[config.mk]
export PLATFORM = sky130hd
export DESIGN_NAME = imem_arbiter
export DESIGN_NICKNAME = d
export VERILOG_FILES = /design/src/rtl/imem_pkg.sv /design/src/rtl/imem_addr_map.sv /design/src/rtl/imem_arbiter.sv
export SDC_FILE = /design/constraint.sdc
export NUM_CORES = 1
export LEC_CHECK = 0
export BUFFER_PORTS_ARGS = -buffer_cell sky130_fd_sc_hd__buf_2
export CORE_ASPECT_RATIO = 1.5
export CORE_MARGIN = 1
export CORE_UTILIZATION = 35
export DETAILED_ROUTE_END_ITERATION = 10
export PLACE_DENSITY = 0.83
export SYNTH_ARGS = -nofsm -noshare
export SYNTH_HDL_FRONTEND = slang
export SYNTH_SLANG_ARGS = --single-unit
[constraint.sdc]
create_clock -name clk -period 1.7 [get_ports clk]
set_clock_uncertainty 0.05 [all_clocks]
set_input_delay 0.255 -clock clk [delete_from_list [all_inputs] [get_ports clk]]
set_output_delay 0.255 -clock clk [all_outputs]
set_load 0.01 [all_outputs]
[src/rtl/imem_pkg.sv]
// ----------------------------------------------------------------------------
// imem_pkg
// Shared definitions for the instruction-memory arbiter and the IF stage.
//   arb_state_t      : arbiter FSM states (BOOT while loading, RUN afterwards)
//   PC_BASE_DEFAULT  : byte address mapped to word 0 of the instruction memory;
//                      the IF stage also uses it as its reset PC
//   NOP_WORD         : instruction returned for fetches that cannot be served
//   word_offset()    : byte address -> word offset from a base address
// ----------------------------------------------------------------------------
package imem_pkg;

   typedef enum logic {
      BOOT = 1'b0,
      RUN  = 1'b1
   } arb_state_t;

   localparam logic [31:0] PC_BASE_DEFAULT = 32'h0000_3000;
   localparam logic [31:0] NOP_WORD        = 32'h0000_0000;

   // Word offset of a byte address relative to a base. The subtraction wraps
   // modulo 2^32, so addresses below the base land at the top of the space;
   // callers truncate to the memory's index width to get wrap-around.
   function automatic logic [31:0] word_offset(input logic [31:0] addr,
                                               input logic [31:0] base);
      return (addr - base) >> 2;
   endfunction

endpackage

[src/rtl/imem_addr_map.sv]
// ----------------------------------------------------------------------------
// imem_addr_map
// Combinational byte-address to RAM word-index translation, plus a flag that
// reports whether the address falls outside the mapped window.
// Parameters:
//   ADDR_W  : word-index width of the memory (2^ADDR_W words)
//   PC_BASE : byte address mapped to word 0
// Ports:
//   addr         in  32      byte address to translate
//   index        out ADDR_W  RAM word index, wraps modulo the memory size
//   out_of_range out 1       below PC_BASE, past the end of the memory, or
//                            not word aligned
// ----------------------------------------------------------------------------
module imem_addr_map
   import imem_pkg::*;
#(
   parameter int          ADDR_W  = 12,
   parameter logic [31:0] PC_BASE = PC_BASE_DEFAULT
) (
   input  logic [31:0]       addr,
   output logic [ADDR_W-1:0] index,
   output logic              out_of_range
);

   // Size of the mapped window in bytes. One bit wider than an address so the
   // comparison stays exact even when the window covers most of the space.
   localparam logic [32:0] SPAN_BYTES = 33'd1 << (ADDR_W + 2);

   logic [31:0] byte_off;

   // The index keeps only the low bits of the word offset, which gives the
   // modulo-memory-size wrap. The range flag looks at the full offset instead:
   // an address below the base wraps to a huge offset, so the explicit
   // "addr < PC_BASE" test is kept for clarity even though the span test
   // would also catch it.
   always_comb begin
      byte_off     = addr - PC_BASE;
      index        = ADDR_W'(word_offset(addr, PC_BASE));
      out_of_range = (addr < PC_BASE)
                  || ({1'b0, byte_off} >= SPAN_BYTES)
                  || (addr[1:0] != 2'b00);
   end

endmodule

[src/rtl/imem_arbiter.sv]
// ----------------------------------------------------------------------------
// imem_arbiter
// Owns the single port of the synchronous-read instruction RAM and shares it
// between the CPU fetch stage and the program loader. After reset the CPU is
// stalled while the loader fills memory (BOOT). Once the loader raises ld_done
// fetches are served (RUN); late loader writes still get in, but the loader
// can win at most MAX_LD_BURST consecutive contested cycles before a fetch is
// forced through.
//
// Optional feature macro: IMEM_ARB_RANGE_CHECK_EN
//   defined   : out-of-range fetches return NOP_WORD, out-of-range writes are
//               handshaked but not written, addr_err pulses for one cycle
//   undefined : addresses wrap modulo the memory size, addr_err is 0
//
// Parameters:
//   ADDR_W       : word-index width of the memory (2^ADDR_W words)
//   PC_BASE      : byte address mapped to word 0
//   MAX_LD_BURST : max consecutive contested cycles the loader may win (>= 1)
// Ports:
//   clk, reset              clock, synchronous active-high reset
//   fetch_req, fetch_pc     fetch request and its byte address
//   fetch_valid, fetch_instr registered fetch response (one cycle after grant)
//   cpu_stall               freezes PC and IF/ID when a fetch cannot proceed
//   ld_valid, ld_addr, ld_data, ld_ready   loader write handshake
//   ld_done                 loader finished the program image
//   addr_err                dropped / out-of-range access indication
//   mem_addr, mem_we, mem_wdata, mem_rdata RAM port (write-first, 1-cycle read)
// ----------------------------------------------------------------------------
module imem_arbiter
   import imem_pkg::*;
#(
   parameter int          ADDR_W       = 12,
   parameter logic [31:0] PC_BASE      = PC_BASE_DEFAULT,
   parameter int          MAX_LD_BURST = 4
) (
   input  logic              clk,
   input  logic              reset,

   input  logic              fetch_req,
   input  logic [31:0]       fetch_pc,
   output logic              fetch_valid,
   output logic [31:0]       fetch_instr,
   output logic              cpu_stall,

   input  logic              ld_valid,
   input  logic [31:0]       ld_addr,
   input  logic [31:0]       ld_data,
   output logic              ld_ready,
   input  logic              ld_done,

   output logic              addr_err,

   output logic [ADDR_W-1:0] mem_addr,
   output logic              mem_we,
   output logic [31:0]       mem_wdata,
   input  logic [31:0]       mem_rdata
);

   localparam int              CNT_W       = $clog2(MAX_LD_BURST + 1);
   localparam logic [CNT_W-1:0] BURST_LIMIT = CNT_W'(MAX_LD_BURST);

   arb_state_t        state;
   arb_state_t        state_next;
   logic [CNT_W-1:0]  burst_cnt;

   logic              contested;
   logic              fetch_grant;
   logic              ld_grant;

   logic [ADDR_W-1:0] fetch_idx;
   logic [ADDR_W-1:0] ld_idx;
   logic [ADDR_W-1:0] mem_addr_q;
   logic              fetch_oor_raw;
   logic              ld_oor_raw;
   logic              fetch_bad;
   logic              ld_bad;
   logic              fetch_bad_q;
   logic [31:0]       instr_hold;

   // Two identical translators so both requesters' indices and range flags
   // are ready before arbitration picks one of them.
   imem_addr_map #(
      .ADDR_W  (ADDR_W),
      .PC_BASE (PC_BASE)
   ) u_fetch_map (
      .addr         (fetch_pc),
      .index        (fetch_idx),
      .out_of_range (fetch_oor_raw)
   );

   imem_addr_map #(
      .ADDR_W  (ADDR_W),
      .PC_BASE (PC_BASE)
   ) u_ld_map (
      .addr         (ld_addr),
      .index        (ld_idx),
      .out_of_range (ld_oor_raw)
   );

   // With range checking the translator flags decide whether an access is
   // suppressed; without it every access is legal and simply wraps.
`ifdef IMEM_ARB_RANGE_CHECK_EN
   assign fetch_bad = fetch_oor_raw;
   assign ld_bad    = ld_oor_raw;
   assign addr_err  = fetch_bad_q | (ld_grant & ld_bad);
`else
   logic unused_range_flags;
   assign unused_range_flags = fetch_oor_raw | ld_oor_raw;
   assign fetch_bad = 1'b0;
   assign ld_bad    = 1'b0;
   assign addr_err  = 1'b0;
`endif

   // FSM state register. BOOT waits for the loader; RUN serves fetches.
   always_ff @(posedge clk) begin
      if (reset) begin
         state <= BOOT;
      end else begin
         state <= state_next;
      end
   end

   // Next state and arbitration. While reset is held nothing is granted and
   // the CPU stays stalled. In BOOT the loader owns the port outright and
   // ld_ready is high even without a request; a write in the ld_done cycle is
   // still performed. In RUN a contested cycle goes to the loader until it has
   // won MAX_LD_BURST in a row, then one fetch is forced through.
   always_comb begin
      state_next  = state;
      contested   = fetch_req & ld_valid;
      fetch_grant = 1'b0;
      ld_grant    = 1'b0;
      ld_ready    = 1'b0;
      cpu_stall   = 1'b1;
      if (!reset) begin
         case (state)
            BOOT: begin
               ld_ready = 1'b1;
               ld_grant = ld_valid;
               if (ld_done) begin
                  state_next = RUN;
               end
            end
            RUN: begin
               if (contested) begin
                  if (burst_cnt == BURST_LIMIT) begin
                     fetch_grant = 1'b1;
                  end else begin
                     ld_grant = 1'b1;
                  end
               end else begin
                  fetch_grant = fetch_req;
                  ld_grant    = ld_valid;
               end
               ld_ready  = ld_grant;
               cpu_stall = fetch_req & ~fetch_grant;
            end
            default: begin
               state_next = BOOT;
            end
         endcase
      end
   end

   // RAM port steering. An idle cycle keeps the last address on the bus so the
   // RAM is not toggled needlessly. A suppressed out-of-range write still
   // drives the address but keeps the write enable low.
   always_comb begin
      mem_addr  = mem_addr_q;
      mem_we    = 1'b0;
      mem_wdata = ld_data;
      if (fetch_grant) begin
         mem_addr = fetch_idx;
      end else if (ld_grant) begin
         mem_addr = ld_idx;
         mem_we   = ~ld_bad;
      end
   end

   // Consecutive contested loader wins. Any fetch grant resets the run, and
   // uncontested loader writes do not count against the fetch stage.
   always_ff @(posedge clk) begin
      if (reset) begin
         burst_cnt <= '0;
      end else if (fetch_grant) begin
         burst_cnt <= '0;
      end else if (ld_grant && contested && (state == RUN)) begin
         burst_cnt <= burst_cnt + CNT_W'(1);
      end
   end

   // Response pipeline: the RAM returns data one cycle after the address, so
   // the grant and its range flag are delayed by one cycle to line up with it.
   // The idle address is also remembered here.
   always_ff @(posedge clk) begin
      if (reset) begin
         fetch_valid <= 1'b0;
         fetch_bad_q <= 1'b0;
         instr_hold  <= NOP_WORD;
         mem_addr_q  <= '0;
      end else begin
         fetch_valid <= fetch_grant;
         fetch_bad_q <= fetch_grant & fetch_bad;
         instr_hold  <= fetch_instr;
         mem_addr_q  <= mem_addr;
      end
   end

   // The instruction output follows the RAM in a response cycle and otherwise
   // repeats the last delivered word, so a stalled IF/ID sees stable data.
   always_comb begin
      if (fetch_valid) begin
         fetch_instr = fetch_bad_q ? NOP_WORD : mem_rdata;
      end else begin
         fetch_instr = instr_hold;
      end
   end

endmodule

==> Word level (Yosys, flattened, before mapping) <==
Cells that the tools add are included.
{ "totals": {"reg_bits": 49, "in_bits": 133, "word_cells": 37} }
{ "op_classes": {"n_mux": 21, "add_sub_neg": 3, "n_bitwise": 4, "n_reduce_logical": 3, "eq_ne": 1} }
{ "ops": {"columns": ["operator", "n"], "rows": [
  ["$mux 32", 1],
  ["$sub 14x14->14 const B", 2],
  ["$mux 12", 2],
  ["$mux 1", 16],
  ["$pmux 1 s2", 2],
  ["$add 3x1->3 const B", 1],
  ["$eq 3x3->1 const B", 1],
  ["$and 1x1->1", 2],
  ["$logic_and 1x1->1", 2],
  ["$not 1->1", 2],
  ["$reduce_or 2->1", 1]
]} }

==> Depth between registers and ports, before layout <==
{ "logic_depth": {"depth_word": 9, "mapped_depth": 7} }

==> Cells and area by module <==
A second synthesis with hierarchy kept.
{ "hier_totals": {"cells_unflattened": 358, "area_unflattened_um2": 3249.4} }
{ "by_module_without_submodules": {"columns": ["mod", "cells_per_inst", "area_per_inst_um2", "n_inst"], "rows": [
  ["imem_arbiter", 256, 2471.1, 1],
  ["imem_addr_map", 51, 389.1, 2]
]} }

==> Worst setup path before layout <==
No wires, ideal clock.
{ "synth_timing": {"kind": "register -> output", "start": "register burst_cnt[0]", "end": "output mem_addr[10]", "arrival_time_ns": 1.451, "t_required_ns": 1.395, "slack_ns": -0.056, "path_stages_with_launch": 8, "cell_sequence": "dfxtp_1 > inv_1 > ha_1 > a21boi_2 > or2_1 > buf_6 > buf_2 > a31oi_1"} }
{ "synth_via": {"elab_chain_cells": 8, "word_cells_on_any_way": 13, "classes_between": "1 x eq/ne; 12 x mux"} }
{ "synth_lines": {"columns": ["item", "line_no", "text"], "rows": [
  ["start, declared", "imem_arbiter.sv:64", "logic [CNT_W-1:0] burst_cnt;"],
  ["start signal, assigned", "imem_arbiter.sv:188", "burst_cnt <= burst_cnt + CNT_W'(1);"],
  ["$eq 3x3->1 (*)", "imem_arbiter.sv:146", "if (burst_cnt == BURST_LIMIT) begin"],
  ["$mux 1", "imem_arbiter.sv:146", null],
  ["$mux 1", "imem_arbiter.sv:145", "if (contested) begin"],
  ["$mux 1", "imem_arbiter.sv:136", "case (state)"],
  ["$mux 1", "imem_arbiter.sv:135", "if (!reset) begin"],
  ["$mux 1", "imem_arbiter.sv:136", null],
  ["$mux 1", "imem_arbiter.sv:135", null],
  ["$mux 12 (*)", "imem_arbiter.sv:172", "if (fetch_grant) begin"],
  ["end, declared", "imem_arbiter.sv:53", "output logic [ADDR_W-1:0] mem_addr,"]
]} }
Every way passes the cells marked *; elsewhere a longest branch is shown, timed or not. The select of a mux whose other input is x is not followed.

==> Worst setup path in the final report <==
Ends and elaborated chain as after synthesis.

==> impl_summary.md <==
Run status
The flow ran to the end, but the final reports show violations. The checks that failed: negative setup slack.

Final layout
The total number of nets in the final design is 507. The final core area utilization is 57.1%. 0 antenna diodes ended up in the layout. The design area is 0.00396 sq mm. The final instance count without filler cells is 451. The share of post-route cells with drive strength above 1 is 65.1%. The area added between synthesis and finish is 55.8%.

Timing
The final max-slew violation count came to 0. The number of hold violations in the final report is 0. The sum of negative setup slack is -5.12 ns. On the final layout, the worst hold slack is 0.101 ns. Setup repair after global routing could not meet its margin everywhere. The final critical-path required period is 2.07 ns.

Setup violations remaining at the end of the flow were counted as 31. The worst path setup slack after routing is -0.368 ns. Derived from the worst setup path, the maximum achievable clock frequency is 483 MHz.

Of the available clock period, the critical path in the final layout requires 122%.

Synth
The adder-cell area share of the yosys netlist is 0.984%. The simple-gate area share of the yosys netlist is 17.8%. For this run, the leading register cell type out of synthesis is dfxtp_1. In the synthesized netlist, the number of instances is 262. The Yosys step of the flow raised 0 warnings. The share of synthesized area occupied by flip-flops and latches is 38.6%. The post-synthesis share of cell area spent on xor and xnor gates is 0.689%. The area share of the leading cell type in the synthesized netlist is 38.6%. By count the netlist is led by dfxtp_1 (49), buf_4 (36), nor2b_1 (33), mux2_2 (28). After synthesis the cells add up to 0.00254 sq mm. By instance count, the leading cell after synthesis is dfxtp_1.

The post-synthesis sequential element count is 49. dfxtp_1 takes more of the synthesized area than any other cell. When the netlist entered floorplanning its net count stood at 397. Yosys mapped a number of flops with a built-in enable equal to 0.

Yosys attributes the largest share of cell area to dfxtp_1 (39%), mux2_2 (12%), buf_4 (11%), nor2b_1 (8.1%), a311oi_2 (4.1%). The area fraction in compound gates after synthesis is 12.6%. The portion of netlist area occupied by mux cells is 14.2%. Of all flip-flops after synthesis, the portion carrying an async set or reset was 0%. After synthesis, the netlist uses 31 different library cells. The dominant combinational cell family by area after synthesis is simple AND/OR/NAND/NOR gates. In this run the mean area of a mapped cell was 9.71 sq um.

Power
The leakage power is 1.76 nW. The power density of the placed cells is 684 mW/mm^2. The peak ir drop on the vdd network is 0.470 mV. Summing internal, switching and leakage power gives 2.71 mW.

Die
The floorplan die area is 0.00762 sq mm. The die is 106 microns tall. The standard cell core area is 0.00694 sq mm. The floorplan has 37 rows. The I/O pin count is 214.

The chip width is 71.6 microns. The initial core utilization is 36.6%.

Placed design
Once placement finished, the instance area stood at 0.00315 sq mm. At the end of routability-driven placement, the weighted congestion stood at 0.781. The post-DP HPWL is 4.89 mm. The placed instance count is 430. The count of port buffers added during placement is 108. At the placement stage, the worst setup path has a slack of -0.273 ns.

CTS
The clock buffer count from CTS is 5. The number of clock sinks is 49. The clock tree from TritonCTS is yes. The largest buffer count on any clock path is 2.

The clock latency of the later-clocked register in the worst-skew pair is 0.30 ns. The number of levels the H-tree was split into is 2. Clock-pin slew was measured on the worst setup and hold paths at 0.09 ns. The cell at the root of the clock tree is clkbuf_8.

Worst setup path
For the worst setup path, the data arrival time is 1.76 ns. The worst setup path is launched from a flip-flop. At the worst endpoint, the required time is 1.39 ns. The worst setup path startpoint is burst_cnt[0]. The category of the most critical setup path is flip-flop to output pin. The launch point of the worst reg-to-reg path is burst_cnt[0]. The worst setup path is captured at an output pin. The worst register-to-register path has a setup slack of 0.07 ns. Counting cells, the worst reg-to-reg path comes to 8. The maximum net fanout on the critical path is 8. The reg-to-reg critical path endpoint is mem_addr_q[11].

GRT
Entering global routing, the biggest net connects 39 pins. The first-pass GRT wire length is 10.8 mm. The total overflow left after global routing is 0. The number of global-route vias before repair is 2,262. The initial antenna violation count was 0. Global routing used 18.3% of the available tracks.

Routing
The via density per instance is 5.18. The remaining number of nets flagged by the antenna check after routing is 0. The number of vias after detailed routing is 2,334.

In this run, the number of DRC markers left after iteration 0 of detailed routing was 62. The remaining design rule violation count is 0. The first TritonRoute pass finished after 4 iterations. In the final routed layout, each cell accounts on average for 17.1 microns.

The wire length reported by the detailed router is 7.69 mm.

Worst hold path
The hold-critical path depth is 3. In this run the most critical hold path is launched from ld_done. The type of the worst min-delay path is input port to flip-flop. The worst hold path endpoint is state.

Run
The reported max-cap violation count is 0.
==> how the worst max path moves through the flow <==
stage,endpoint,cells after the start
detailed placement,mem_addr[10],8
floorplan,mem_addr[0],7
global placement,mem_addr[10],8
finish,mem_addr[10],8
global route,mem_addr[5],8
CTS,mem_addr[8],8
==> timing repair <==
item                                    in CTS  in global routing
gates resized for setup                     47                 59
gates cloned                                 2                  3
buffers inserted                             6                  2
hold buffers                                 0                  0
endpoints found under the setup margin      57                 42
pin swaps                                    5                  6
==> metal layers <==
layer  up-vias  part of all wire [%]  wire length (microns)  track usage (%)
met5         -                     0                      0                0
met4         0                   3.9                    302             9.24
met3        28                   5.4                    413             3.22
met2        96                    55                   4200             35.5
met1      1107                    36                   2770             18.0
li1       1103                     -                      -                -
==> logic make-up after synthesis <==
group,after synthesis
AO/OA/AOI/OAI,42
XOR/XNOR,2
adder cells (fa/ha/maj),2
buffers and inverters,57
flip-flops,49
multiplexers,32
other,1
AND/OR/NAND/NOR,77
==> placed cells by master, fill, tap and decap left out, types with 5 or more instances in the layout <==
cell type	synthesis	layout
buf_2	9	86
nor2b_1	33	33
nand2_1	6	6
a311oi_2	7	8
buf_6	3	29
o21ai_1	2	9
a31oi_4	0	7
dfxtp_1	49	46
nand3_2	0	9
clkbuf_8	0	5
buf_4	36	35
mux2_4	0	26
nor3_2	0	7
==> registers in the layout (all words and copies together), names as in the netlist <==
register / cells
burst_cnt: 3
fetch_valid: 1
instr_hold: 32
mem_addr_q: 12
state: 1
==> where the power goes <==
part | switching [mW] | internal [mW] | total (mW) | leakage [nW]
sequential | 0.0109 | 1.18 | 1.19 | 0.399
combinational | 0.232 | 0.276 | 0.508 | 1.29
clock | 0.419 | 0.593 | 1.01 | 0.0687
==> worst max-delay path, cell delays in order (launching register included) <==
cell      delay [ns]
dfxtp_2         0.34
inv_2           0.07
ha_4            0.14
buf_6           0.10
a21boi_4        0.05
or2_4           0.30
buf_12          0.17
a31oi_4         0.16
buf_6           0.13
==> final cells by class <==
type / count / area [sq um]
Multi-Input combinational cell: 156 / 1540
Clock buffer: 5 / 68.8
Sequential cell: 49 / 987
Timing Repair Buffer: 157 / 1190
Inverter: 3 / 11.3
Tap cell: 78 / 97.6
Clock inverter: 3 / 68.8
Fill cell: 586 / 2980
No activity file was read; power rests on OpenSTA's default activity.
